==> src/rtl/priority_encoder_queue_pkg.sv <==
// Shared types and constants for the priority encoder queue.
// Holds the index-width derivation and the output-stage state encoding.
package priority_encoder_queue_pkg;

    typedef enum logic {
        EMPTY = 1'b0,
        FULL  = 1'b1
    } out_state_e;

    // Index width with a floor of one bit so N=1-style corner widths stay legal.
    function automatic int clog2_min1(input int n);
        int r;
        r = $clog2(n);
        return (r < 1) ? 1 : r;
    endfunction

endpackage

==> src/rtl/priority_encoder_queue_if.sv <==
// Request/consumer bundle for the priority encoder queue.
// The master side issues requests and backpressure; the slave side is the queue.
interface priority_encoder_queue_if
    import priority_encoder_queue_pkg::*;
#(
    parameter int N = 8,
    localparam int W = clog2_min1(N)
) ();

    logic [N-1:0] req_i;
    logic         clear_i;
    logic         out_ready;
    logic         out_valid;
    logic [W-1:0] out_idx;
    logic [W:0]   pend_cnt;
    logic         ovf_o;

    modport master (
        output req_i,
        output clear_i,
        output out_ready,
        input  out_valid,
        input  out_idx,
        input  pend_cnt,
        input  ovf_o
    );

    modport slave (
        input  req_i,
        input  clear_i,
        input  out_ready,
        output out_valid,
        output out_idx,
        output pend_cnt,
        output ovf_o
    );

endinterface

==> src/rtl/priority_encoder_queue_prio_pick.sv <==
// Combinational priority pick: winning index, its one-hot mask and an any-set flag.
// MSB_FIRST=1 favours the highest set bit, 0 favours the lowest.
module prio_pick
    import priority_encoder_queue_pkg::*;
#(
    parameter int N         = 8,
    parameter int MSB_FIRST = 1,
    localparam int W        = clog2_min1(N)
) (
    input  logic [N-1:0] req,
    output logic [W-1:0] index,
    output logic [N-1:0] mask,
    output logic         any
);

    // Scan toward the preferred end so the last hit seen is the winner.
    always_comb begin
        index = '0;
        for (int i = 0; i < N; i++) begin
            index = req[(MSB_FIRST != 0) ? i : (N - 1 - i)]
                  ? W'((MSB_FIRST != 0) ? i : (N - 1 - i))
                  : index;
        end
        any  = |req;
        mask = any ? ({{(N-1){1'b0}}, 1'b1} << index) : '0;
    end

endmodule

==> src/rtl/priority_encoder_queue.sv <==
// Pending-request register feeding a one-entry output stage through a priority pick.
// Tracks a registered popcount of pending lines and a sticky duplicate-request flag.
module priority_encoder_queue
    import priority_encoder_queue_pkg::*;
#(
    parameter int N         = 8,
    parameter int MSB_FIRST = 1,
    localparam int W        = clog2_min1(N)
) (
    input logic                     clk,
    input logic                     rst,
    priority_encoder_queue_if.slave bus
);

    logic [N-1:0] pend_r;
    logic [N-1:0] pend_next_s;
    logic [N-1:0] load_mask_s;
    logic [N-1:0] dup_s;
    logic [N-1:0] pick_mask_s;
    logic [W-1:0] pick_idx_s;
    logic         pick_any_s;
    logic         can_load_s;
    logic         load_s;
    logic [W:0]   cnt_next_s;
    logic [W:0]   cnt_r;
    logic [W-1:0] out_idx_r;
    logic         ovf_r;
    out_state_e   state_r;

    prio_pick #(
        .N         (N),
        .MSB_FIRST (MSB_FIRST)
    ) u_pick (
        .req   (pend_r),
        .index (pick_idx_s),
        .mask  (pick_mask_s),
        .any   (pick_any_s)
    );

    // Next pending state; a request on the line being served keeps its bit set.
    always_comb begin
        can_load_s  = (state_r == EMPTY) || bus.out_ready;
        load_s      = can_load_s && pick_any_s;
        load_mask_s = load_s ? pick_mask_s : '0;
        pend_next_s = (pend_r & ~load_mask_s) | bus.req_i;
        dup_s       = bus.req_i & pend_r & ~load_mask_s;
        cnt_next_s  = '0;
        for (int i = 0; i < N; i++) begin
            cnt_next_s = cnt_next_s + {{W{1'b0}}, pend_next_s[i]};
        end
    end

    // Pending register, its popcount and the sticky overflow flag.
    always_ff @(posedge clk or posedge rst) begin
        if (rst) begin
            pend_r <= '0;
            cnt_r  <= '0;
            ovf_r  <= 1'b0;
        end else if (bus.clear_i) begin
            pend_r <= '0;
            cnt_r  <= '0;
            ovf_r  <= 1'b0;
        end else begin
            pend_r <= pend_next_s;
            cnt_r  <= cnt_next_s;
            ovf_r  <= ovf_r | (|dup_s);
        end
    end

    // Output-stage FSM: a held index is never displaced until accepted.
    always_ff @(posedge clk or posedge rst) begin
        if (rst) begin
            state_r   <= EMPTY;
            out_idx_r <= '0;
        end else if (bus.clear_i) begin
            state_r   <= EMPTY;
            out_idx_r <= '0;
        end else begin
            case (state_r)
                EMPTY: begin
                    if (load_s) begin
                        state_r   <= FULL;
                        out_idx_r <= pick_idx_s;
                    end else begin
                        state_r   <= EMPTY;
                        out_idx_r <= out_idx_r;
                    end
                end
                FULL: begin
                    if (!bus.out_ready) begin
                        state_r   <= FULL;
                        out_idx_r <= out_idx_r;
                    end else if (load_s) begin
                        state_r   <= FULL;
                        out_idx_r <= pick_idx_s;
                    end else begin
                        state_r   <= EMPTY;
                        out_idx_r <= out_idx_r;
                    end
                end
                default: begin
                    state_r   <= EMPTY;
                    out_idx_r <= '0;
                end
            endcase
        end
    end

    assign bus.out_valid = (state_r == FULL);
    assign bus.out_idx   = out_idx_r;
    assign bus.pend_cnt  = cnt_r;
    assign bus.ovf_o     = ovf_r;

endmodule

==> src/flat_wrapper.sv <==
// flat-port wrapper written by rule: the top's interface ports become plain ports
module priority_encoder_queue_flat import priority_encoder_queue_pkg::*;
#(
    parameter int N         = 8,
    parameter int MSB_FIRST = 1,
    localparam int W        = clog2_min1(N)
)
  (clk, rst, bus_req_i, bus_clear_i, bus_out_ready, bus_out_valid, bus_out_idx, bus_pend_cnt, bus_ovf_o);
  priority_encoder_queue_if #(.N(N)) bus_i ();
  input logic clk;
  input logic rst;
  input wire logic [$bits(bus_i.req_i)-1:0] bus_req_i;
  input wire logic [$bits(bus_i.clear_i)-1:0] bus_clear_i;
  input wire logic [$bits(bus_i.out_ready)-1:0] bus_out_ready;
  output wire logic [$bits(bus_i.out_valid)-1:0] bus_out_valid;
  output wire logic [$bits(bus_i.out_idx)-1:0] bus_out_idx;
  output wire logic [$bits(bus_i.pend_cnt)-1:0] bus_pend_cnt;
  output wire logic [$bits(bus_i.ovf_o)-1:0] bus_ovf_o;
  assign bus_i.req_i = bus_req_i;
  assign bus_i.clear_i = bus_clear_i;
  assign bus_i.out_ready = bus_out_ready;
  assign bus_out_valid = bus_i.out_valid;
  assign bus_out_idx = bus_i.out_idx;
  assign bus_pend_cnt = bus_i.pend_cnt;
  assign bus_ovf_o = bus_i.ovf_o;
  priority_encoder_queue #(.N(N), .MSB_FIRST(MSB_FIRST)) u_core (.clk(clk), .rst(rst), .bus(bus_i));
endmodule
==> config.mk <==
export PLATFORM = sky130hd
export DESIGN_NAME = priority_encoder_queue_flat
export DESIGN_NICKNAME = d
export VERILOG_FILES = /design/src/rtl/priority_encoder_queue_pkg.sv /design/src/rtl/priority_encoder_queue_if.sv /design/src/rtl/priority_encoder_queue_prio_pick.sv /design/src/rtl/priority_encoder_queue.sv /design/src/flat_wrapper.sv
export SDC_FILE = /design/constraint.sdc
export NUM_CORES = 1
export LEC_CHECK = 0
export BUFFER_PORTS_ARGS = -buffer_cell sky130_fd_sc_hd__buf_2
export CORE_MARGIN = 1
export CORE_UTILIZATION = 56
export DETAILED_ROUTE_END_ITERATION = 6
export PLACE_DENSITY = 0.88
export SYNTH_ARGS = -nofsm -noshare
export SYNTH_HDL_FRONTEND = slang
export SYNTH_SLANG_ARGS = --single-unit
==> constraint.sdc <==
create_clock -name clk -period 10.3 [get_ports clk]
set_input_delay 1.03 -clock clk [delete_from_list [all_inputs] [get_ports clk]]
set_output_delay 1.03 -clock clk [all_outputs]
set_load 0.01 [all_outputs]
==> flow_metrics.tcl <==
set metrics [dict create \
    critical-path-max-stage-delay_ns 0.53 \
    drt_iter0_markers 67 \
    setup-tns-final_ns 0 \
    cap_violations 0 \
    max_freq_mhz 240 \
    place.gp.congestion 0.900 \
    end_kind "register" \
    post-route-min-period_ns 4.17 \
    cts_tree "done" \
    grt.overflow.total 0 \
    syn_area_um2 963 \
    min_path_cells 2 \
    vias 800 \
    grt_max_degree 18 \
    cts_setup_buffers 0 \
    syn2layout_area_growth_pct 13.8 \
    hold_buffers 0 \
    fill_cells 120 \
    cp_slowest_cell "fa_1" \
    antennaDiodeCount 0 \
    hp-class "reg2reg" \
    worstMarginPinSlew_ns 0.638 \
    grt.total_usage_pct 23.6 \
    ctsResizeCount 0 \
    path_clk_slew_ns 0.10 \
    viasPerCell 5.88 \
    antenna_left 0 \
    h-tree-depth 1 \
    grt_pass1_vias 743 \
    dp_cells 132 \
    seq_area_frac_synth_pct 44.2 \
    grt_pass1_wl_um 3200 \
    r2r_end "u_core.bus.pend_cnt[1]" \
    clk_latency_ns 0.29 \
    slew_headroom_pct 57.4 \
    cp_common_cell "fa_1" \
    violations "design-rule violations" \
    die_width_um 43.5 \
    r2r_start "u_core.pend_r[4]" \
    die_height_um 43.5 \
    dp_hpwl_um 1450 \
    p_leak_uw 0.000538 \
    finalPower_uw 169 \
    final_cell_count_no_fill 136 \
    io_buffers 20 \
    slew_viol_final 0 \
    yosys_warnings 0 \
    firstDrtPassIters 6 \
    status "finished, violations left" \
    cts_sinks 17 \
    cts_buffers 3 \
    synth.distinct_cells 30 \
    start_kind "primary input" \
    nets 140 \
    crit_type "in2reg" \
    clock_path_buffers 2 \
    cp.arrival_ns 4.34 \
    wl_per_cell_um 13.9 \
    r2r_setup_slack_ns 6.26 \
    die_area_mm2 0.00189 \
    root_buffer "clkbuf_4" \
    period_share_pct 40.5 \
    powerDensity_mw_per_mm2 154 \
    avgSynthCellArea_um2 9.73 \
    rsz0062_at_grt "no" \
    final-setup-viol-count 0 \
    min_to "u_core.bus.out_idx[0]" \
    finalHoldViolations 0 \
    drc 2 \
    rows 14 \
    crit_required_ns 10.47 \
    crit_fanout 10 \
    reg2reg_depth 12 \
    io_pins 21 \
    antenna_found_initial 0 \
    skew_ns 0.00851 \
    final_layout_size_suffix_gt1_share_pct 23.3 \
    worstPathCellList "buf_2 -> nand2b_1 -> nand3_2 -> o21ai_1 -> nand2_1 -> ha_1 -> inv_1 -> fa_1 -> fa_1 -> fa_1 -> inv_1 -> fa_1 -> nor2b_1" \
    ys_ff_latch 17 \
    holdCritStartpoint "u_core.bus.out_idx[0]" \
    synth_nets 118 \
    synthCells 99 \
    ir_drop_mv 0.0916 \
    drt-total-wl_um 1890 \
    core_area_mm2 0.00156 \
    start_util_pct 61.8 \
]
==> power by group <==
part	total [uW]	internal [uW]	switching [uW]
clock	35.1	15.1	20.1
sequential	80.2	75.0	5.12
combinational	53.6	23.6	30.1
total	169	114	55.3
==> routing by layer <==
layer | track usage, % | share of wire (%)
met4 | 10.6 | 1.6
met3 | 2.50 | 7.5
met1 | 30.2 | 40
met5 | 0 | 0
met2 | 40.6 | 51
==> worst max-delay path by stage <==
stage,end,start,depth (start not counted)
6_report,u_core.bus.pend_cnt[1],bus_out_ready,13
5_1_grt,u_core.bus.pend_cnt[1],bus_out_ready,13
4_1_cts,u_core.bus.pend_cnt[1],bus_out_ready,13
3_5_place_dp,u_core.bus.pend_cnt[1],bus_out_ready,13
3_3_place_gp,u_core.bus.pend_cnt[1],bus_out_ready,13
2_1_floorplan,u_core.bus.pend_cnt[1],bus_out_ready,13
==> synth_stat cells <==
| master | number | share of area (%) |
|---|---|---|
| a31o_2 | 1 | 0.91 |
| a211oi_1 | 2 | 1.6 |
| nor2_1 | 15 | 5.8 |
| o21ai_1 | 1 | 0.52 |
| nor3b_1 | 1 | 0.78 |
| nand3_2 | 1 | 1.0 |
| o311a_1 | 1 | 1.0 |
| inv_1 | 9 | 3.5 |
| a21o_1 | 1 | 0.78 |
| nor4_4 | 1 | 2.2 |
| a21oi_1 | 15 | 7.8 |
| nand3b_1 | 1 | 0.78 |
| a41oi_1 | 1 | 0.91 |
| nand2b_1 | 2 | 1.3 |
| nand3_1 | 2 | 1.0 |
| buf_1 | 1 | 0.39 |
| nor4_1 | 1 | 0.65 |
| nor2b_1 | 3 | 1.9 |
| a31oi_2 | 1 | 1.3 |
| o211ai_1 | 1 | 0.78 |
| ha_1 | 3 | 3.9 |
| o21bai_1 | 1 | 0.78 |
| dfrtp_1 | 17 | 44 |
| nor3_2 | 1 | 1.0 |
| nand2_1 | 6 | 2.3 |
| fa_1 | 4 | 8.3 |
| a311oi_1 | 2 | 1.8 |
| buf_2 | 2 | 1.0 |
| xnor2_1 | 1 | 0.91 |
| a31oi_1 | 1 | 0.65 |
==> sequential cells by signal, summed over array words and instances, names as in the netlist <==
signal                flops
u_core.bus.out_valid      1
u_core.bus.pend_cnt       4
u_core.pend_r             8
u_core.bus.out_idx        3
u_core.bus.ovf_o          1
==> kinds of logic (layout without fill, tap and decap cells) <==
family / count (synthesis) / after routing / share of synthesized area [%]
simple gates: 34 / 34 / 19.0
compound gates: 28 / 28 / 18.8
flops: 17 / 17 / 44.2
buf+inv: 12 / 33 / 4.93
fa+ha+maj: 7 / 7 / 12.2
xor+xnor: 1 / 1 / 0.909
==> cell usage in the layout (no fill, tap or decap), types with 2 or more instances in the layout <==
cell,instances
a21oi_1,15
inv_1,9
a311oi_1,2
a211oi_1,2
nand3_1,2
nand2_1,6
ha_1,3
nor2b_1,3
fa_1,4
dfrtp_1,17
clkbuf_4,3
nor2_1,15
buf_2,20
nand2b_1,2
==> final cells by class <==
class	instances	area, um2	share of cell area, %
clock buffer	4	26.3	2.40
sequential	17	425	38.8
inverter	9	33.8	3.08
timing repair buffer	20	100	9.13
tap	16	20.0	1.83
multi-input combinational	70	490	44.7
==> metrics by stage <==
| stage | util (%) | hold WS, ns | worst slack [ns] | instance area, um2 |
|---|---|---|---|---|
| floorplan | - | 0.561 | 6.21 | 963 |
| global placement | 68.6 | 0.551 | 5.92 | 1070 |
| detailed placement | 68.6 | 0.554 | 5.83 | 1070 |
| CTS | 70.3 | 0.567 | 6.13 | 1100 |
| global route | 70.3 | 0.607 | 6.01 | 1100 |
| finish | 70.3 | 0.564 | 6.13 | 1100 |
==> critical path, delay by kind of cell <==
| kind | cells | cell delay, ns |
|---|---|---|
| compound gates | 1 | 0.22 |
| fa+ha+maj | 5 | 2.13 |
| buf+inv | 3 | 0.23 |
| simple gates | 4 | 0.72 |
Note: power is estimated with default switching activity, not from simulation.
